## src/rtl/instr_sequencer.sv

```systemverilog
// Multi-cycle fetch/execute sequencer for the 9-bit-ISA core.
// Walks each instruction through FETCH -> EXEC (-> MEM) and drives the PC and the
// instruction-memory read strobe. From the decoder flags it issues the register-write
// strobe, runs the data-memory handshake with a timeout, and stops in HALT on the
// done instruction or on an error. It also keeps saturating cycle and retired-instruction
// counters for benchmarking.
module instr_sequencer #(
    parameter int PC_W        = 10,
    parameter int BR_W        = 6,
    parameter int START_PC    = 0,
    parameter int CNT_W       = 16,
    parameter int MEM_TIMEOUT = 15
) (
    input  logic              clk,
    input  logic              rst_n,
    input  logic              start,
    output logic              imem_rd,
    output logic [PC_W-1:0]   pc,
    input  logic              dec_branch,
    input  logic              dec_write_en,
    input  logic              dec_mem_read,
    input  logic              dec_mem_write,
    input  logic              dec_done,
    input  logic              br_taken,
    input  logic [BR_W-1:0]   br_offset,
    output logic              mem_req,
    input  logic              mem_ack,
    output logic              reg_we,
    output logic              busy,
    output logic              done,
    output logic              err,
    output logic [CNT_W-1:0]  cycle_cnt,
    output logic [CNT_W-1:0]  instr_cnt
);

    // The wait counter holds the number of MEM cycles already spent without an ack,
    // so it only has to reach MEM_TIMEOUT-1. The timeout fires in the MEM cycle where
    // the counter holds that value and there is still no ack.
    localparam int WAIT_W = (MEM_TIMEOUT > 1) ? $clog2(MEM_TIMEOUT) : 1;
    localparam logic [WAIT_W-1:0] WAIT_LAST  = WAIT_W'(MEM_TIMEOUT - 1);
    localparam logic [PC_W-1:0]   START_PC_V = PC_W'(START_PC);
    localparam logic [CNT_W-1:0]  CNT_MAX    = '1;
    localparam int EXT_W = PC_W - BR_W;

    typedef enum logic [2:0] {
        S_IDLE  = 3'd0,
        S_FETCH = 3'd1,
        S_EXEC  = 3'd2,
        S_MEM   = 3'd3,
        S_HALT  = 3'd4
    } state_t;

    state_t             state_reg, state_next;
    logic [PC_W-1:0]    pc_reg, pc_next;
    logic               err_reg, err_next;
    logic [CNT_W-1:0]   cycle_cnt_reg, cycle_cnt_next;
    logic [CNT_W-1:0]   instr_cnt_reg, instr_cnt_next;
    logic [WAIT_W-1:0]  wait_cnt_reg, wait_cnt_next;
    logic               load_reg, load_next;
    logic               start_low_reg;

    logic               start_rise;
    logic               retire;
    logic [PC_W-1:0]    pc_plus_one;
    logic [PC_W-1:0]    pc_branch;
    logic [PC_W-1:0]    br_offset_ext;

    // Saturating increment shared by both benchmark counters.
    function automatic logic [CNT_W-1:0] sat_inc(input logic [CNT_W-1:0] v);
        return (v == CNT_MAX) ? v : v + CNT_W'(1);
    endfunction

    // start_low_reg records that start was seen low in the previous cycle. It powers up
    // cleared, so a start held high through reset release is not treated as a new edge
    // until it has been observed low once.
    assign start_rise = start & start_low_reg;

    // Sign-extended branch offset; both PC candidates wrap naturally at 2^PC_W.
    assign br_offset_ext = {{EXT_W{br_offset[BR_W-1]}}, br_offset};
    assign pc_plus_one   = pc_reg + PC_W'(1);
    assign pc_branch     = pc_reg + br_offset_ext;

    // Moore outputs decoded directly from the state register.
    assign imem_rd   = (state_reg == S_FETCH);
    assign mem_req   = (state_reg == S_MEM);
    assign busy      = (state_reg == S_FETCH) || (state_reg == S_EXEC) || (state_reg == S_MEM);
    assign done      = (state_reg == S_HALT);
    assign err       = err_reg;
    assign pc        = pc_reg;
    assign cycle_cnt = cycle_cnt_reg;
    assign instr_cnt = instr_cnt_reg;

    // Register stage: state, PC, error flag, counters and the start-edge history.
    always_ff @(posedge clk or negedge rst_n) begin
        if (!rst_n) begin
            state_reg     <= S_IDLE;
            pc_reg        <= START_PC_V;
            err_reg       <= 1'b0;
            cycle_cnt_reg <= '0;
            instr_cnt_reg <= '0;
            wait_cnt_reg  <= '0;
            load_reg      <= 1'b0;
            start_low_reg <= 1'b0;
        end else begin
            state_reg     <= state_next;
            pc_reg        <= pc_next;
            err_reg       <= err_next;
            cycle_cnt_reg <= cycle_cnt_next;
            instr_cnt_reg <= instr_cnt_next;
            wait_cnt_reg  <= wait_cnt_next;
            load_reg      <= load_next;
            start_low_reg <= ~start;
        end
    end

    // Next-state logic, PC update, register-write strobe and counter updates.
    always_comb begin
        state_next     = state_reg;
        pc_next        = pc_reg;
        err_next       = err_reg;
        instr_cnt_next = instr_cnt_reg;
        wait_cnt_next  = wait_cnt_reg;
        load_next      = load_reg;
        reg_we         = 1'b0;
        retire         = 1'b0;
        cycle_cnt_next = busy ? sat_inc(cycle_cnt_reg) : cycle_cnt_reg;

        case (state_reg)
            S_IDLE, S_HALT: begin
                if (start_rise) begin
                    state_next     = S_FETCH;
                    pc_next        = START_PC_V;
                    err_next       = 1'b0;
                    cycle_cnt_next = '0;
                    instr_cnt_next = '0;
                end
            end

            S_FETCH: begin
                state_next = S_EXEC;
            end

            S_EXEC: begin
                if (dec_done) begin
                    // The done instruction retires but leaves the PC pointing at itself.
                    state_next = S_HALT;
                    retire     = 1'b1;
                end else if (dec_mem_read && dec_mem_write) begin
                    // A combined load+store cannot be sequenced; stop and flag it.
                    state_next = S_HALT;
                    err_next   = 1'b1;
                end else if (dec_mem_read || dec_mem_write) begin
                    // The load/store distinction is latched here so the ack cycle does
                    // not depend on the decoder output staying stable during MEM.
                    state_next    = S_MEM;
                    wait_cnt_next = '0;
                    load_next     = dec_mem_read;
                end else begin
                    reg_we     = dec_write_en;
                    pc_next    = (dec_branch && br_taken) ? pc_branch : pc_plus_one;
                    retire     = 1'b1;
                    state_next = S_FETCH;
                end
            end

            S_MEM: begin
                // An ack in the last permitted cycle still completes the access.
                if (mem_ack) begin
                    reg_we     = load_reg;
                    pc_next    = pc_plus_one;
                    retire     = 1'b1;
                    state_next = S_FETCH;
                end else if (wait_cnt_reg == WAIT_LAST) begin
                    err_next   = 1'b1;
                    state_next = S_HALT;
                end else begin
                    wait_cnt_next = wait_cnt_reg + WAIT_W'(1);
                end
            end

            default: begin
                state_next = S_IDLE;
            end
        endcase

        if (retire) begin
            instr_cnt_next = sat_inc(instr_cnt_reg);
        end
    end

endmodule
```

## config.mk

```make
export PLATFORM = sky130hd
export DESIGN_NAME = instr_sequencer
export DESIGN_NICKNAME = d
export VERILOG_FILES = /design/src/rtl/instr_sequencer.sv
export SDC_FILE = /design/constraint.sdc
export NUM_CORES = 1
export LEC_CHECK = 0
export BUFFER_PORTS_ARGS = -buffer_cell sky130_fd_sc_hd__buf_2
export CORE_ASPECT_RATIO = 1.1
export CORE_UTILIZATION = 50
export DETAILED_ROUTE_END_ITERATION = 6
export PLACE_DENSITY = 0.72
export REMOVE_ABC_BUFFERS = 1
export SLEW_MARGIN = 20
export SYNTH_ARGS = -nofsm -noshare
export SYNTH_HDL_FRONTEND = slang
export SYNTH_SLANG_ARGS = --single-unit
```

## constraint.sdc

```tcl
create_clock -name clk -period 2.3 [get_ports clk]
set_input_delay 0.115 -clock clk [delete_from_list [all_inputs] [get_ports clk]]
set_output_delay 0.115 -clock clk [all_outputs]
set_load 0.02 [all_outputs]
```

==> impl_metrics.tcl, run 1 <==
set metrics [dict create \
    final_area_sq_um 4000 \
    worstMarginPinSlew_ns 0.740 \
    viasPerCell 5.72 \
    r2r-start "pc[0]" \
    multiInputGateArea_sq_um 1980 \
    start_kind "flip-flop" \
    htree_levels 2 \
    leakagePower_nw 2.00 \
    fin_skew_ns 0.00599 \
    vdd_drop_max_uv 526 \
    utilization_pct 63.4 \
    syn_area_per_cell_sq_um 8.81 \
    root_buffer "clkbuf_8" \
    area_growth_pct 20.1 \
    yosys_warnings 0 \
    yosys_register_bits 52 \
    initialDrtViolationCount 169 \
    endpoint_kind "flip-flop" \
    reg2reg_slack_ns -0.08 \
    fin_nets 495 \
    ys_seq_area_share_pct 39.1 \
    cap_violations 0 \
    syn_inst 378 \
    gp_routability_congestion 0.864 \
    yosysTopAreaCell "dfrtp_1" \
    nFillCells 582 \
    ys.flop_type "dfrtp_1" \
    yosys-top-cells-count "dfrtp_1, nor2_1, nand2_1" \
    netlist_area_sq_um 3330 \
    dieArea_sq_um 6990 \
    drt_wl_total_microns 7840 \
    yosysUniqueCellTypes 58 \
    postPlaceCellArea_sq_um 3860 \
    dp_hpwl_microns 5950 \
    hp-class "in -> reg" \
    dr.pass1.iters 4 \
    violations "setup timing" \
    stdcell_count 543 \
    grt-ovfl-total 0 \
    fin_crit_ns 2.38 \
    power_density_nw_per_um2 801 \
    fp.dieW_microns 79.8 \
    start_util_pct 52.8 \
    relSlewSlack_pct 50.1 \
    crit_type "reg -> reg" \
    tns_ns -0.0834 \
    yosysMostFrequentCell "dfrtp_1" \
    period_share_pct 104 \
    clock_latency_ns 0.30 \
    core_area_sq_um 6310 \
    numCtsBuffers 5 \
    num_antenna_cells 0 \
    reg2reg_to "pc[8]" \
    rsz0062_at_grt "true" \
    num_io_pins 64 \
    grt_pass1_wl_microns 13100 \
    place_ws_ns -0.172 \
    rows 30 \
    grt_antenna_before_repair 0 \
    synth_top_area_share_pct 39.1 \
    setup.worst_path.end "pc[8]" \
    synth_top_cells_by_area "dfrtp_1, ha_1, nor2_1" \
    detail-route-antenna-nets 0 \
    grt_pass1_vias 2847 \
    crit_start "pc[0]" \
    required_ns 2.49 \
    report.final.hold_viol_count 0 \
    grt.total_usage_pct 23.7 \
    synth-edff-count 0 \
    drv_slew 0 \
    cp_max_fo 2 \
    status "finished with violations" \
    fin_ws_ns -0.0834 \
    via_count 3104 \
    async_flop_share_pct 100 \
    routedWlPerCell_microns 14.4 \
    cts_buffer_depth 2 \
    io_buffer_count 63 \
    setup_viol 1 \
    cts_tree "done" \
    cp.arrival_ns 2.58 \
    dieHeight_microns 87.6 \
    path_clk_slew_ns 0.09 \
    dp_cells 532 \
    layout-drive-gt1-share_pct 22.7 \
    grt_max_degree 31 \
    drc 0 \
    clock_sinks 52 \
    rr_worst_depth 8 \
    seq_area_sq_um 1300 \
    fmax_mhz 420 \
]
## how the worst min path moves through the flow
| stage | startpoint | slack (ns) | cells after the start | to |
|---|---|---|---|---|
| final | dec_mem_read | 0.11 | 3 | load_reg |
| after global routing | dec_mem_read | 0.14 | 3 | load_reg |
| after CTS | dec_mem_read | 0.11 | 3 | load_reg |
| after detailed placement | rst_n | 0.19 | 1 | cycle_cnt[14] |
| after global placement | rst_n | 0.19 | 1 | cycle_cnt[15] |
| after floorplan | rst_n | -0.18 | 0 | cycle_cnt[0] |
## layout by cell type (no fill, tap or decap), types with 7 or more instances in the layout
master / Yosys / final
and3_1: 10 / 10
xor2_1: 17 / 17
buf_4: 2 / 21
a21oi_1: 13 / 13
nand2_1: 37 / 37
buf_2: 0 / 63
inv_1: 11 / 11
dfrtp_1: 52 / 52
ha_1: 16 / 15
xnor2_1: 13 / 13
nor3_1: 7 / 7
o21ai_0: 26 / 26
nor2_1: 51 / 51
o31ai_1: 8 / 8
nand3_1: 28 / 28
nand4_1: 11 / 11
## timing repair
action	in CTS	in global routing
pin swaps	1	1
endpoints found under the setup margin	2	2
gates cloned	0	0
setup buffers	1	0
hold buffers	2	0
endpoints found under the hold margin	29	0
gates resized for setup	3	3
## cells by family (layout without fill, tap and decap cells)
group,Yosys count,in the layout,synth area share (%)
simple gates,171,171,25.0
fa+ha+maj,17,17,6.61
mux,4,4,1.20
compound gates,84,84,17.7
buf+inv,20,105,2.48
xor+xnor,30,30,7.89
flops,52,52,39.1
## layer usage
| metal | routed length, microns | track usage (%) | vias up |
|---|---|---|---|
| met1 | 3560 | 31.6 | 1487 |
| met2 | 3830 | 40.8 | 80 |
| met5 | 0 | 0 | - |
| met4 | 71 | 6.17 | 0 |
| met3 | 376 | 3.23 | 4 |
| li1 | - | - | 1533 |
## report_power, final
group	total (mW)	switching, mW	internal (mW)
clock network	0.514	0.301	0.213
logic	1.49	0.894	0.597
registers	1.20	0.146	1.05
## metrics by stage
stage          hold WS, ns  total power [mW]
2_1_floorplan       -0.181              2.15
3_3_place_gp         0.190              2.65
3_5_place_dp         0.193              2.68
4_1_cts              0.108              3.22
5_1_grt              0.135              3.46
6_report             0.112              3.21
## final cells by class
cell class / count / area share (%)
Clock inverter: 3 / 0.469
Clock buffer: 5 / 1.72
Tap cell: 80 / 2.50
Sequential cell: 52 / 32.5
Timing Repair Buffer: 86 / 12.3
Inverter: 11 / 1.03
Multi-Input combinational cell: 306 / 49.4
## critical path, stage by stage (launching register included)
cell	delay, ns
dfrtp_1	0.40
ha_2	0.19
fa_2	0.35
a21o_1	0.18
o21ba_1	0.19
o21a_1	0.19
o41a_1	0.32
xor2_1	0.15
a221o_1	0.31
Power figures use the tool's default switching activity.
==> inputs of run 2 (changes only) <==
- CORE_ASPECT_RATIO: 1.1 -> 1.2
- CTS_CLUSTER_DIAMETER: unset -> 200
==> impl_metrics.tcl, run 2 (same netlist as run 1, synthesis figures left out) <==
set metrics [dict create \
    grt_max_degree 31 \
    final_area_sq_um 4010 \
    leakagePower_nw 1.98 \
    cts_buffer_depth 2 \
    p_switching_mw 1.40 \
    gp_routability_congestion 0.890 \
    drc 0 \
    cp.arrival_ns 2.59 \
    report.final.hold_viol_count 0 \
    mostFrequentLayoutCells "buf_2, dfrtp_1, nor2_1" \
    whs_path_depth 3 \
    final_common_cell "buf_2" \
    grt_antenna_before_repair 0 \
    layout-drive-gt1-share_pct 22.6 \
    rows 32 \
    max_stage_delay_ns 0.40 \
    reg2reg_slack_ns -0.08 \
    relSlewSlack_pct 52.2 \
    cpMaxStageDelayCell "dfrtp_1" \
    power_density_nw_per_um2 815 \
    vdd_drop_max_uv 410 \
    fmax_mhz 420 \
    whs_ns 0.0842 \
    seqPwrFrac_pct 36.7 \
    grt_pass1_vias 2852 \
    period_share_pct 103 \
    dieArea_sq_um 7000 \
    r2r-start "pc[0]" \
    cap_violations 0 \
    fin_skew_ns 0.00838 \
    num_io_pins 64 \
    nFillCells 613 \
    crit_type "reg -> reg" \
    dr.pass1.iters 4 \
    drt_wl_total_microns 8000 \
    start_kind "flip-flop" \
    dp_hpwl_microns 5950 \
    num_antenna_cells 0 \
    via_count 3101 \
    worstMarginPinSlew_ns 0.717 \
    viasPerCell 5.68 \
    min_from "dec_mem_read" \
    start_util_pct 51.7 \
    routedWlPerCell_microns 14.7 \
    place_ws_ns -0.183 \
    clock_latency_ns 0.32 \
    core_area_sq_um 6450 \
    cts_tree "done" \
    hp-class "in -> reg" \
    rr_worst_depth 8 \
    fin_nets 493 \
    endpoint_kind "flip-flop" \
    fin_ws_ns -0.0784 \
    sw_frac_of_total_pct 42.8 \
    rsz0062_at_grt "true" \
    tns_ns -0.0784 \
    grt_pass1_wl_microns 13200 \
    cp_top_family "compound AO/OA/AOI/OAI gates" \
    clock_sinks 52 \
    crit_buf_inv 0 \
    crit_cells 8 \
    root_buffer "clkbuf_8" \
    violations "setup timing" \
    grt.total_usage_pct 23.6 \
    path_cells "ha_2 -> fa_2 -> a21o_1 -> o21ba_4 -> o21a_1 -> o41a_1 -> xor2_1 -> a221o_1" \
    cp_max_fo 2 \
    drv_slew 0 \
    path_clk_slew_ns 0.11 \
    htree_levels 2 \
    postPlaceCellArea_sq_um 3850 \
    status "finished with violations" \
    area_growth_pct 20.2 \
    io_buffer_count 63 \
    initialDrtViolationCount 151 \
    utilization_pct 62.2 \
    grt-ovfl-total 0 \
    clock_power_share_pct 17.4 \
    numCtsBuffers 5 \
    min_to "load_reg" \
    setup_viol 1 \
    detail-route-antenna-nets 0 \
    dieHeight_microns 91.4 \
    required_ns 2.51 \
    fp.dieW_microns 76.5 \
    reg2reg_to "pc[8]" \
    fin_crit_ns 2.38 \
    p_comb_share_pct 45.9 \
    p_int_mw 1.87 \
]
[run 2: worst register-to-register path, cell delays in order, from the launching register on]
cell and delay (ns):
dfrtp_1 0.40, ha_2 0.19, fa_2 0.34, a21o_1 0.19, o21ba_4 0.20, o21a_1 0.18
o41a_1 0.33, xor2_1 0.15, a221o_1 0.31
[run 2: cell type report]
type                       instances  area, sq um  area share [%]
tap                               85          106            2.65
inverter                          11         41.3            1.03
timing repair buffer              84          478            11.9
multi-input combinational        306         1980            49.5
clock inverter                     3         27.5           0.687
clock buffer                       5         68.8            1.72
sequential                        52         1300            32.5
[run 2: per-stage QoR]
stage / instances / power (mW)
after floorplan: 369 / 2.15
after global placement: 535 / 2.64
after detailed placement: 535 / 2.67
after CTS: 546 / 3.27
after global routing: 546 / 3.49
final: 546 / 3.27
[run 2: how the worst max path moves through the flow]
stage                     slack [ns]     to  start
after CTS                      -0.08  pc[8]  pc[0]
after global placement         -0.12  pc[8]  pc[0]
final                          -0.08  pc[8]  pc[0]
after detailed placement       -0.18  pc[8]  pc[0]
after global routing           -0.17  pc[8]  pc[0]
after floorplan                -0.24  pc[8]  pc[0]
[run 2: per-layer routing]
metal	vias to the layer above	track usage [%]	wire length (microns)
met5	-	0	0
met4	0	7.21	93
met3	9	4.02	290
met2	83	40.9	3930
met1	1486	29.7	3690
li1	1523	-	-
[run 2: power by group through the flow]
stage	sequential, mW	clock, mW	combinational, mW
2_1_floorplan	1.37	0	0.784
3_3_place_gp	1.21	0	1.43
3_5_place_dp	1.21	0	1.46
4_1_cts	1.20	0.590	1.48
5_1_grt	1.22	0.616	1.65
6_report	1.20	0.567	1.50
[run 2: what timing repair did]
| item | CTS | global route |
|---|---|---|
| hold endpoints to repair | 29 | 0 |
| pin swaps | 2 | 1 |
| hold buffers | 2 | 0 |
| endpoints found under the setup margin | 2 | 2 |
| setup buffers | 1 | 0 |
| gates resized for setup | 3 | 5 |
==> inputs of run 3 (changes only) <==
- SKIP_CTS_REPAIR_TIMING: unset -> 1
==> impl_metrics.tcl, run 3 (same netlist as run 1, synthesis figures left out) <==
set metrics [dict create \
    status "finished with violations" \
    violations "setup timing" \
    initialDrtViolationCount 146 \
    htree_levels 2 \
    num_io_pins 64 \
    layout-drive-gt1-share_pct 22.3 \
    cap_violations 0 \
    crit_cells 8 \
    reg2reg_slack_ns -0.09 \
    cpMaxStageDelayCell "dfrtp_1" \
    cp_max_fo 2 \
    grt-ovfl-total 0 \
    dp_hpwl_microns 5950 \
    mostFrequentLayoutCells "buf_2, dfrtp_1, nor2_1" \
    io_buffer_count 63 \
    dieHeight_microns 91.4 \
    reg2reg_to "pc[8]" \
    path_clk_slew_ns 0.11 \
    viasPerCell 5.64 \
    detail-route-antenna-nets 0 \
    clock_sinks 52 \
    cts_tree "done" \
    crit_type "reg -> reg" \
    fp.dieW_microns 76.5 \
    grt_pass1_vias 2854 \
    rr_worst_depth 8 \
    whs_path_depth 3 \
    worstMarginPinSlew_ns 0.721 \
    grt_pass1_wl_microns 13200 \
    fin_skew_ns 0.00877 \
    cp_top_family "compound AO/OA/AOI/OAI gates" \
    power_density_nw_per_um2 816 \
    num_antenna_cells 0 \
    dp_cells 535 \
    fin_ws_ns -0.0934 \
    max_stage_delay_ns 0.40 \
    period_share_pct 104 \
    final_common_cell "buf_2" \
    cp.arrival_ns 2.60 \
    numCtsBuffers 5 \
    start_kind "flip-flop" \
    drc 0 \
    min_to "load_reg" \
    path_cells "ha_2 -> fa_2 -> a21o_1 -> o21ba_1 -> o21a_1 -> o41a_1 -> xor2_1 -> a221o_1" \
    r2r-start "pc[0]" \
    drv_slew 0 \
    utilization_pct 62.1 \
    fmax_mhz 418 \
    core_area_sq_um 6450 \
    endpoint_kind "flip-flop" \
    tns_ns -0.0934 \
    min_from "dec_mem_read" \
    fin_nets 493 \
    setup_viol 1 \
    via_count 3081 \
    rows 32 \
    routedWlPerCell_microns 14.8 \
    required_ns 2.51 \
    gp_routability_congestion 0.890 \
    stdcell_count 546 \
    vdd_drop_max_uv 409 \
    crit_buf_inv 0 \
    fin_crit_ns 2.39 \
    relSlewSlack_pct 51.9 \
    start_util_pct 51.7 \
    hp-class "in -> reg" \
    grt.total_usage_pct 23.5 \
    cts_buffer_depth 2 \
    area_growth_pct 20.1 \
    dr.pass1.iters 5 \
    root_buffer "clkbuf_8" \
    dieArea_sq_um 7000 \
    leakagePower_nw 1.99 \
    clock_latency_ns 0.32 \
    rsz0062_at_grt "true" \
    report.final.hold_viol_count 0 \
    grt_antenna_before_repair 0 \
    grt_max_degree 31 \
    drt_wl_total_microns 8060 \
]
run 3: cell count changes in the layout (fill, tap and decap cells not counted):
cell,before,now
o21ba_1,0,1
o21ba_4,1,0
run 3: worst reg2reg max path, cell delays in order (launching register included):
cell     delay (ns)
dfrtp_1        0.40
ha_2           0.20
fa_2           0.34
a21o_1         0.20
o21ba_1        0.18
o21a_1         0.18
o41a_1         0.33
xor2_1         0.15
a221o_1        0.31
run 3: routing by layer:
| layer | part of all wire [%] | wire length (microns) | global-route usage (%) | up-vias |
|---|---|---|---|---|
| li1 | - | - | - | 1525 |
| met1 | 45 | 3660 | 29.4 | 1464 |
| met2 | 50 | 3990 | 41.0 | 83 |
| met3 | 4.0 | 319 | 4.02 | 9 |
| met4 | 1.2 | 93 | 7.37 | 0 |
| met5 | 0 | 0 | 0 | - |
run 3: stage by stage:
stage	worst slack, ns	area (sq um)	hold WS, ns	power (mW)
floorplan	-0.245	3290	-0.181	2.15
global placement	-0.122	3850	0.196	2.64
detailed placement	-0.183	3850	0.217	2.67
CTS	-0.201	3940	-0.134	3.25
global route	-0.197	4000	0.138	3.48
finish	-0.0934	4000	0.0833	3.27
run 3: layout make-up:
cell class                      instances  area, sq um
Clock buffer                            5         68.8
Multi-Input combinational cell        306         1980
Timing Repair Buffer                   84          478
Sequential cell                        52         1300
Inverter                               11         41.3
Tap cell                               85          106
Fill cell                             616         2450
Clock inverter                          3         27.5
run 3: worst max path at each step:
stage,start,end,slack [ns]
final,pc[0],pc[8],-0.09
after global placement,pc[0],pc[8],-0.12
after global routing,pc[0],pc[8],-0.20
after CTS,pc[0],pc[8],-0.20
after floorplan,pc[0],pc[8],-0.24
after detailed placement,pc[0],pc[8],-0.18
run 3: power by group:
| group | switching [mW] | leakage (nW) | internal [mW] |
|---|---|---|---|
| sequential | 0.146 | 0.712 | 1.05 |
| combinational | 0.909 | 1.23 | 0.585 |
| clock | 0.347 | 0.0463 | 0.224 |
| total | 1.40 | 1.99 | 1.86 |
